==> config.mk <==
export PLATFORM = sky130hd
export DESIGN_NAME = serial_addsub
export DESIGN_NICKNAME = d
export VERILOG_FILES = /design/src/rtl/serial_addsub.sv
export SDC_FILE = /design/constraint.sdc
export NUM_CORES = 1
export LEC_CHECK = 0
export ABC_AREA = 1
export CORE_AREA = 2 2 61 63
export CTS_CLUSTER_SIZE = 8
export DETAILED_ROUTE_END_ITERATION = 8
export DIE_AREA = 0 0 63 65
export GPL_TIMING_DRIVEN = 0
export PLACE_DENSITY = 0.75
export REMOVE_ABC_BUFFERS = 1
export SKIP_CTS_REPAIR_TIMING = 1
export SLEW_MARGIN = 20
export SYNTH_ARGS = -nofsm -noshare
export SYNTH_HDL_FRONTEND = slang
export SYNTH_SLANG_ARGS = --single-unit
==> constraint.sdc <==
create_clock -name clk -period 1.85 [get_ports clk]
set_clock_uncertainty 0.05 [all_clocks]
set_input_delay 0.37 -clock clk [delete_from_list [all_inputs] [get_ports clk]]
set_output_delay 0.37 -clock clk [all_outputs]
set_load 0.02 [all_outputs]
==> src/rtl/serial_addsub.sv <==
// Bit-serial adder/subtractor: one full-adder cell and a carry flop, LSB first,
// WIDTH cycles per operation under a start/busy/done handshake.

module serial_addsub_fa (
   input  logic a,
   input  logic b,
   input  logic ci,
   output logic s,
   output logic co
);
   assign s  = a ^ b ^ ci;
   assign co = (a & b) | (a & ci) | (b & ci);
endmodule

module serial_addsub #(
   parameter int WIDTH = 8
) (
   input  logic             clk,
   input  logic             rst,
   input  logic             start,
   input  logic             sub,
   input  logic [WIDTH-1:0] A,
   input  logic [WIDTH-1:0] B,
   output logic             busy,
   output logic             done,
   output logic [WIDTH-1:0] S,
   output logic             Cout,
   output logic             overflow
);
   localparam int CW = $clog2(WIDTH);
   localparam logic [CW-1:0] CMSB_IDX = CW'(WIDTH - 2);
   localparam logic [CW-1:0] LAST_IDX = CW'(WIDTH - 1);

   typedef enum logic [1:0] {IDLE, RUN, DONE} state_t;

   state_t           state;
   logic [WIDTH-1:0] ra, rb;
   logic             carry, cmsb;
   logic [CW-1:0]    cnt;
   logic             s_bit, c_bit;

   serial_addsub_fa u_fa (
      .a  (ra[0]),
      .b  (rb[0]),
      .ci (carry),
      .s  (s_bit),
      .co (c_bit)
   );

   assign busy = (state != IDLE);
   assign done = (state == DONE);

   always_ff @(posedge clk or posedge rst) begin
      if (rst) begin
         state    <= IDLE;
         ra       <= '0;
         rb       <= '0;
         carry    <= 1'b0;
         cmsb     <= 1'b0;
         cnt      <= '0;
         S        <= '0;
         Cout     <= 1'b0;
         overflow <= 1'b0;
      end else begin
         case (state)
            IDLE: begin
               if (start) begin
                  // Subtract as A + ~B + 1: invert B up front, seed carry with 1.
                  ra    <= A;
                  rb    <= B ^ {WIDTH{sub}};
                  carry <= sub;
                  cnt   <= '0;
                  state <= RUN;
               end
            end
            RUN: begin
               S     <= {s_bit, S[WIDTH-1:1]};
               ra    <= ra >> 1;
               rb    <= rb >> 1;
               carry <= c_bit;
               cnt   <= cnt + 1'b1;
               if (cnt == CMSB_IDX)
                  cmsb <= c_bit;
               // Terminal compare precedes any wrap of cnt back to zero.
               if (cnt == LAST_IDX) begin
                  Cout     <= c_bit;
                  overflow <= cmsb ^ c_bit;
                  state    <= DONE;
               end
            end
            DONE:    state <= IDLE;
            default: state <= IDLE;
         endcase
      end
   end
endmodule

Word level (Yosys, flattened, before mapping)
Cells that the tools add are included.

storage, ports and cells
  register bits = 33
  word-level logic and storage cells = 43
  output and inout bits = 12
  bits of input ports = 20

operators by class
  eq/ne operators = 6
  multiplexer cells = 11
  reduce and logical (&&, ||, !) cells = 7
  bitwise gates (word level) = 9
  $add $sub $neg = 1

operators by type and width
  kind                   number
  $pmux W8 S2            2
  $mux W8                2
  $reduce_and A2 Y1      4
  $xor A8 B8 Y8          1
  $eq A3 B3 Y1 const B   2
  $pmux W3 S2            1
  $mux W2                2
  $ne A2 B2 Y1 const B   2
  $pmux W2 S2            1
  $reduce_bool A2 Y1     2
  $add A3 B1 Y3 const B  1
  $and A1 B1 Y1          3
  $mux W3                1
  $xor A1 B1 Y1          3
  $eq A2 B1 Y1 const B   1
  $eq A2 B2 Y1 const B   1
  $logic_not A2 Y1       1
  $or A1 B1 Y1           2
  $pmux W1 S2            1
  $mux W1                1

Longest topological paths before layout
Gate-level depths: netlist (run 1).

  word-level depth = 4
  depth in mapped cells = 6
  depth with buffers taken out = 6

Modules after synthesis
From an unflattened synthesis (run 1), not the netlist that was laid out.

unflattened totals
  cell total of the unflattened synthesis = 197
  area total of the unflattened synthesis = 1605.3 µm²

modules (own cells, without submodules)
  module            area each (µm²)  seq. area each (µm²)  instances  cells an instance
  serial_addsub     1585.3           825.8                 1          196
  serial_addsub_fa  20.0             0.0                   1          1

Least setup slack after synthesis (run 1)
Ideal clock, no wire load.

  path type = register to register
  start = reg carry
  end = reg overflow
  period minus slack after synthesis = 1.268 ns
  buffers on the path = 0
  setup slack = 0.582 ns
  data required time = 1.680 ns
  library setup time = 0.120 ns
  data arrival time = 1.098 ns
  stages on the path, launching flop included = 5
  path through = dfrtp_1 fa_1 xor2_1 nand2_1 nand2_1

on the way
  longest elaborated chain between the ends = 4
  elaborated cells between the ends (all ways) = 5
  those cells by class = bitwise (5)

ends and longest elaborated chain
  item                    RTL line  RTL
  start, declared         38        logic carry, cmsb;
  start signal, assigned  71        carry <= sub;
  start signal, assigned  80        carry <= c_bit;
  $and A1 B1 Y1           12        assign co = (a & b) | (a & ci) | (b & ci);
  $or A1 B1 Y1            12
  $or A1 B1 Y1 (*)        12
  via c_bit               40        logic s_bit, c_bit;
  $xor A1 B1 Y1 (*)       87        overflow <= cmsb ^ c_bit;
  end signal, assigned    87
  end, declared           28        output logic overflow

Mark *: on every way through the listed nets, which the timed path passes. The rest lies on a longest branch.
A chain may end at the register's enable or synchronous reset.

Worst setup path after layout (run 1)
  start = reg S[4]
  end = out S[4]

RTL lines
  item                    RTL line  RTL
  start, declared         26        output logic [WIDTH-1:0] S,
  start signal, assigned  77        S <= {s_bit, S[WIDTH-1:1]};

No word-level cell between the ends.

==> summary.md, run 1 <==
| Metric | Value |
|---|---|
| Status | `complete, no violations` |
| Biggest area consumer among synthesized cells | `dfrtp_1` |
| CP max stage cell | `clkdlybuf4s50_1` |
| MaxCap Viol Count | `0` |
| Worst skew pair latency | `~0.33 ns` |
| Initial antenna violation count | `0` |
| Maximum buffer depth of the clock tree | `2` |
| Pin count of the biggest net entering global routing | `34` |
| Post-DR vias/cell | `~4.9` |
| DR iter-0 viols | `81` |
| Num rows | `22` |
| RR Startpoint | `state[1]` |
| Buffers on Ports | `31` |
| Setup_tns | `0 ns` |
| Clk root buf | `clkbuf_4` |
| Top-Level Pins | `32` |
| Clk pin slew, worst setup/hold paths | `0.10 ns` |
| Commonest non-fill, non-tap cell in the layout | `nand2_1` |
| WL final | `just over 3000 um` |
| CP Data Arrival Time | `1.32 ns` |
| Finished Cell Area | `just under 2000 um2` |
| Synth Instances | `~200` |
| DP Area | `between 1500 and 2000 um2` |
| Antenna Nets Post-Route | `0` |
| Vias in the first global route | `1,186` |
| VDD IR-drop max | `662 uV` |
| RSZ-0062 raised after global routing | `no` |
| Family with the most delay on the worst path | `buffers and inverters` |
| Avg WL per Cell | `between 10 and 15 um` |
| Reg2reg path depth | `4` |
| Area Overhead vs Synth | `22.8%` |
| Final-report max-slew violation count | `0` |
| DRT Pass-1 Iters | `4` |
| DP Worst Slack | `-0.225 ns` |
| Post-Route Utilization | `0.564` |
| Critical path launch point type | `register` |
| Die H | `65 um` |
| Remaining Overflow, GRT | `0` |
| H-tree depth | `2` |
| Total power | `~2.7 mW` |
| Post-DP HPWL | `between 2000 and 2500 um` |
| Non-filler instance count after layout | `about 280` |
| Netlist cell types | `17` |
| Worst min path class | `primary input to async pin` |
| Pwr dens | `1380 nW/um2` |
| Number of placed instances, taps included | `between 200 and 300` |
| Tmin final | `between 1.5 and 2 ns` |
| Seq. cell area | `~830 um2` |
| Multi-input gate area in the final layout | `between 600 and 700 um2` |
| Drc violations | `0` |
| Final worst slack | `between 0.1 and 0.15 ns` |
| Die W | `between 60 and 70 um` |
| Critical Path RT | `~1.4 ns` |
| Critical path class | `register to output pin` |
| Mapped Avg Cell Area | `8.15 um2` |
| Ant diodes | `0` |
| Synth top area cells | `dfrtp_1 51%, nand2_1 17%, nand3_1 13%, buf_4 3.3%, inv_1 3.0%` |
| Slew at the pin closest to its max-slew limit | `~0.67 ns` |
| Setup crit end kind | `output pin` |
| First-pass GRT wire length | `5290 um` |
| CTS tree | `yes` |
| Pleak | `1.01 nW` |
| Core Region | `between 3000 and 4000 um2` |
| Hold_ws | `around 0.40 ns` |
| Reg2reg setup slack | `0.44 ns` |
| CP Max Fanout | `3` |
| Slew headroom | `0.556` |
| Die Footprint | `4100 um2` |
| Global-route usage over all layers | `0.164` |
| Max incr delay on CP | `about 0.62 ns` |
| Synth Register Bits | `33` |
| Total CTS buffers | `5` |
| Final setup violation count | `0` |
| Synthesized cell area | `~1600 um2` |
| FF-to-FF End | `cmsb` |
| Initial core utilization | `0.459` |
| Via Count | `between 1,000 and 1,500` |
| Synth Warn # | `0` |
| Most frequent cells in the layout | `73 x nand2_1, 43 x nand3_1, 32 x dfrtp_1` |
| Fraction of final layout cells sized beyond drive strength 1 | `0.0573` |
| Crit path cell chain | `clkdlybuf4s50_1` |
| Final Hold Fails | `0` |
| Fmax | `between 500 and 600 MHz` |
| Fillers | `336` |
| Final #Nets | `250` |
| GPL Wtd Cong | `0.754` |
| Share of the synthesized area in the top cell type | `0.514` |
| CP bufs+invs | `1` |
| Seq/Total Area, Yosys | `0.514` |
| Period utilization | `0.940` |
| Clk sinks | `33` |
==> cells in the mapped netlist <==
master,n
nand2_1,74
nand3_1,43
dfrtp_1,33
inv_1,13
o21ai_0,9
buf_4,7
ha_1,3
nor2_1,3
buf_2,2
inv_2,2
xor2_1,2
fa_1,1
nand2_2,1
nand4_1,1
nor2_2,1
nor2_4,1
o22ai_1,1
==> registers in the layout (all words and copies together), names as in the netlist <==
signal    cells
rb            8
carry         1
cmsb          1
Cout          1
S             8
overflow      1
ra            8
cnt           3
state         2
==> routing by layer <==
| layer | part of all wire | routed length [um] | vias to the layer above | global-route usage |
|---|---|---|---|---|
| met1 | 0.49 | 1470 | 619 | 0.212 |
| met2 | 0.46 | 1390 | 30 | 0.259 |
| met5 | 0 | 0 | - | 0 |
| li1 | - | - | 689 | - |
| met3 | 0.045 | 137 | 4 | 0.0608 |
| met4 | 0.0093 | 28 | 0 | 0.0417 |
==> logic make-up (layout without fill, tap and decap cells) <==
logic type | after synthesis | count (layout) | share of synthesized area
adder cells (fa/ha/maj) | 4 | 4 | 0.0359
AND/OR/NAND/NOR | 124 | 124 | 0.333
XOR/XNOR | 2 | 2 | 0.0109
AO/OA/AOI/OAI | 10 | 10 | 0.0320
flip-flops | 33 | 33 | 0.514
buffers and inverters | 24 | 54 | 0.0740
==> how the worst max path moves through the flow <==
stage	start	to	slack [ns]	depth (start not counted)
after floorplan	carry	overflow	0.58	4
after global placement	start	cnt[1]	-0.24	4
after detailed placement	start	cnt[1]	-0.23	4
after CTS	state[1]	busy	-0.23	3
after global routing	S[4]	S[4]	0.02	1
final	S[4]	S[4]	0.11	1
==> area by class of cell <==
class                           count  area share
Timing Repair Buffer               31       0.160
Sequential cell                    33       0.420
Multi-Input combinational cell    140       0.337
Clock buffer                        8      0.0248
Tap cell                           48      0.0305
Inverter                           15      0.0286
==> power breakdown <==
group          internal (mW)  switching, mW
Combinational          0.467          0.678
Sequential              1.01          0.192
Clock                  0.151          0.227
Total                   1.63           1.10
No activity file was read; power rests on OpenSTA's default activity.
==> run 2: changes to the inputs <==
==> constraint.sdc (replaced) <==
create_clock -name clk -period 1.85 [get_ports clk]
set_clock_uncertainty 0.05 [all_clocks]
set_input_delay 0.4625 -clock clk [delete_from_list [all_inputs] [get_ports clk]]
set_output_delay 0.4625 -clock clk [all_outputs]
set_load 0.02 [all_outputs]
==> run 2 against run 1 <==
Sequential power barely moved. Non-clock buffer count did not move. Critical path depth did not move. First-iteration DRC count fell by 11%. Worst setup slack got worse by 0.045 ns. Global-route usage did not move. Routed wire length rose by 0.86%. Core utilization rose by 0.64 points. Sequential share of layout area fell by 0.47 points.
==> summary.md, run 2 (synthesized netlist as in run 1, its figures left out) <==
| Metric | Value |
|---|---|
| Status | `complete, no violations` |
| Vias in the first global route | `about 1,200` |
| Pin count of the biggest net entering global routing | `34` |
| Critical path launch point type | `register` |
| Initial core utilization | `0.459` |
| Post-DP HPWL | `~2000 um` |
| Top-Level Pins | `32` |
| Clk root buf | `clkbuf_4` |
| Num rows | `22` |
| WHS Path Cells | `2` |
| Clk sinks | `33` |
| Clk pin slew, worst setup/hold paths | `approximately 0.10 ns` |
| Final #Nets | `250` |
| Commonest non-fill, non-tap cell in the layout | `nand2_1` |
| Via Count | `around 1,300` |
| GPL Wtd Cong | `0.754` |
| Slew at the pin closest to its max-slew limit | `between 0.6 and 0.7 ns` |
| WL final | `between 3000 and 4000 um` |
| Maximum buffer depth of the clock tree | `2` |
| Pleak | `~1.1 nW` |
| Fraction of final layout cells sized beyond drive strength 1 | `0.0573` |
| Global-route usage over all layers | `0.164` |
| CP Max Fanout | `2` |
| Setup crit end kind | `output pin` |
| DRT Pass-1 Iters | `4` |
| Total CTS buffers | `5` |
| Reg2reg path depth | `4` |
| Buffers on Ports | `31` |
| Die H | `roughly 65 um` |
| Non-filler instance count after layout | `around 280` |
| Drc violations | `0` |
| Remaining Overflow, GRT | `0` |
| Max incr delay on CP | `0.60 ns` |
| Ant diodes | `0` |
| Critical hold path startpoint | `S[0]` |
| CP Data Arrival Time | `~1.3 ns` |
| Worst min path class | `register to register` |
| Final-report max-slew violation count | `0` |
| Final setup violation count | `0` |
| Tmin final | `about 1.8 ns` |
| DR iter-0 viols | `about 70` |
| Die W | `roughly 63 um` |
| CP max stage cell | `clkdlybuf4s50_1` |
| Initial antenna violation count | `0` |
| Area Overhead vs Synth | `24.2%` |
| Antenna Nets Post-Route | `0` |
| Core Region | `between 3000 and 4000 um2` |
| Critical Path RT | `1.34 ns` |
| Biggest regs | `S: 8 flops, ra: 8 flops, rb: 8 flops` |
| RSZ-0062 raised after global routing | `no` |
| Worst skew pair latency | `0.33 ns` |
| Reg2reg setup slack | `between 0.4 and 0.5 ns` |
| CP bufs+invs | `1` |
| CTS tree | `yes` |
| Post-DR vias/cell | `4.89` |
| WHS Endpoint | `S[0]` |
| H-tree depth | `2` |
| Pwr dens | `~1400 nW/um2` |
| Most frequent cells in the layout | `73 x nand2_1, 43 x nand3_1, 32 x dfrtp_1` |
| Crit path cell chain | `clkdlybuf4s50_1` |
| RR Startpoint | `state[1]` |
| Number of placed instances, taps included | `approximately 270` |
| FF-to-FF End | `cmsb` |
| Fmax | `approximately 560 MHz` |
| Period utilization | `0.965` |
| VDD IR-drop max | `around 660 uV` |
| Family with the most delay on the worst path | `buffers and inverters` |
| MaxCap Viol Count | `0` |
| Avg WL per Cell | `about 11 um` |
| Final Hold Fails | `0` |
| Slew headroom | `0.556` |
| Die Footprint | `just over 4000 um2` |
| First-pass GRT wire length | `5290 um` |
| Critical path class | `register to output pin` |
| Total power | `about 2.7 mW` |
run 2: cell types whose count changed in the layout (fill, tap and decap cells not counted), sizes merged:
cell           delta
clkdlybuf4s50     -9
dlymetal6s2s      +9
run 2: worst max-delay path by stage:
| stage | start | endpoint | cells after the start |
|---|---|---|---|
| after CTS | state[1] | busy | 3 |
| final | Cout | Cout | 1 |
| after global routing | Cout | Cout | 1 |
| after global placement | start | cnt[1] | 4 |
| after detailed placement | start | cnt[1] | 4 |
| after floorplan | state[1] | done | 2 |
run 2: through the flow:
step,setup WS [ns],util,hold WS [ns],cell area (um2),setup TNS [ns]
CTS,-0.324,0.561,0.449,1960,-0.628
global placement,-0.337,0.547,0.414,1910,-11.53
global route,0.00730,0.570,0.469,1990,0
finish,0.0650,0.570,0.434,1990,0
detailed placement,-0.318,0.547,0.425,1910,-5.70
floorplan,0.542,-,0.416,1540,0
run 2: layout make-up:
cell class / count / area [um2]
clock buffers: 8 / 48.8
multi-input cells: 140 / 663
repair buffers: 31 / 338
fillers: 331 / 1500
flip-flops and latches: 33 / 827
inverters: 15 / 56.3
well taps: 48 / 60.1
run 2: power breakdown:
group | internal (mW) | total, mW | switching, mW
clock | 0.151 | 0.379 | 0.227
sequential | 1.01 | 1.20 | 0.189
combinational | 0.449 | 1.13 | 0.680
run 2: layer usage:
layer	vias to the layer above	GRT usage	routed length, um
met5	-	0	0
met4	0	0.0417	28
met3	4	0.0608	143
met2	30	0.259	1400
met1	621	0.212	1480
li1	689	-	-
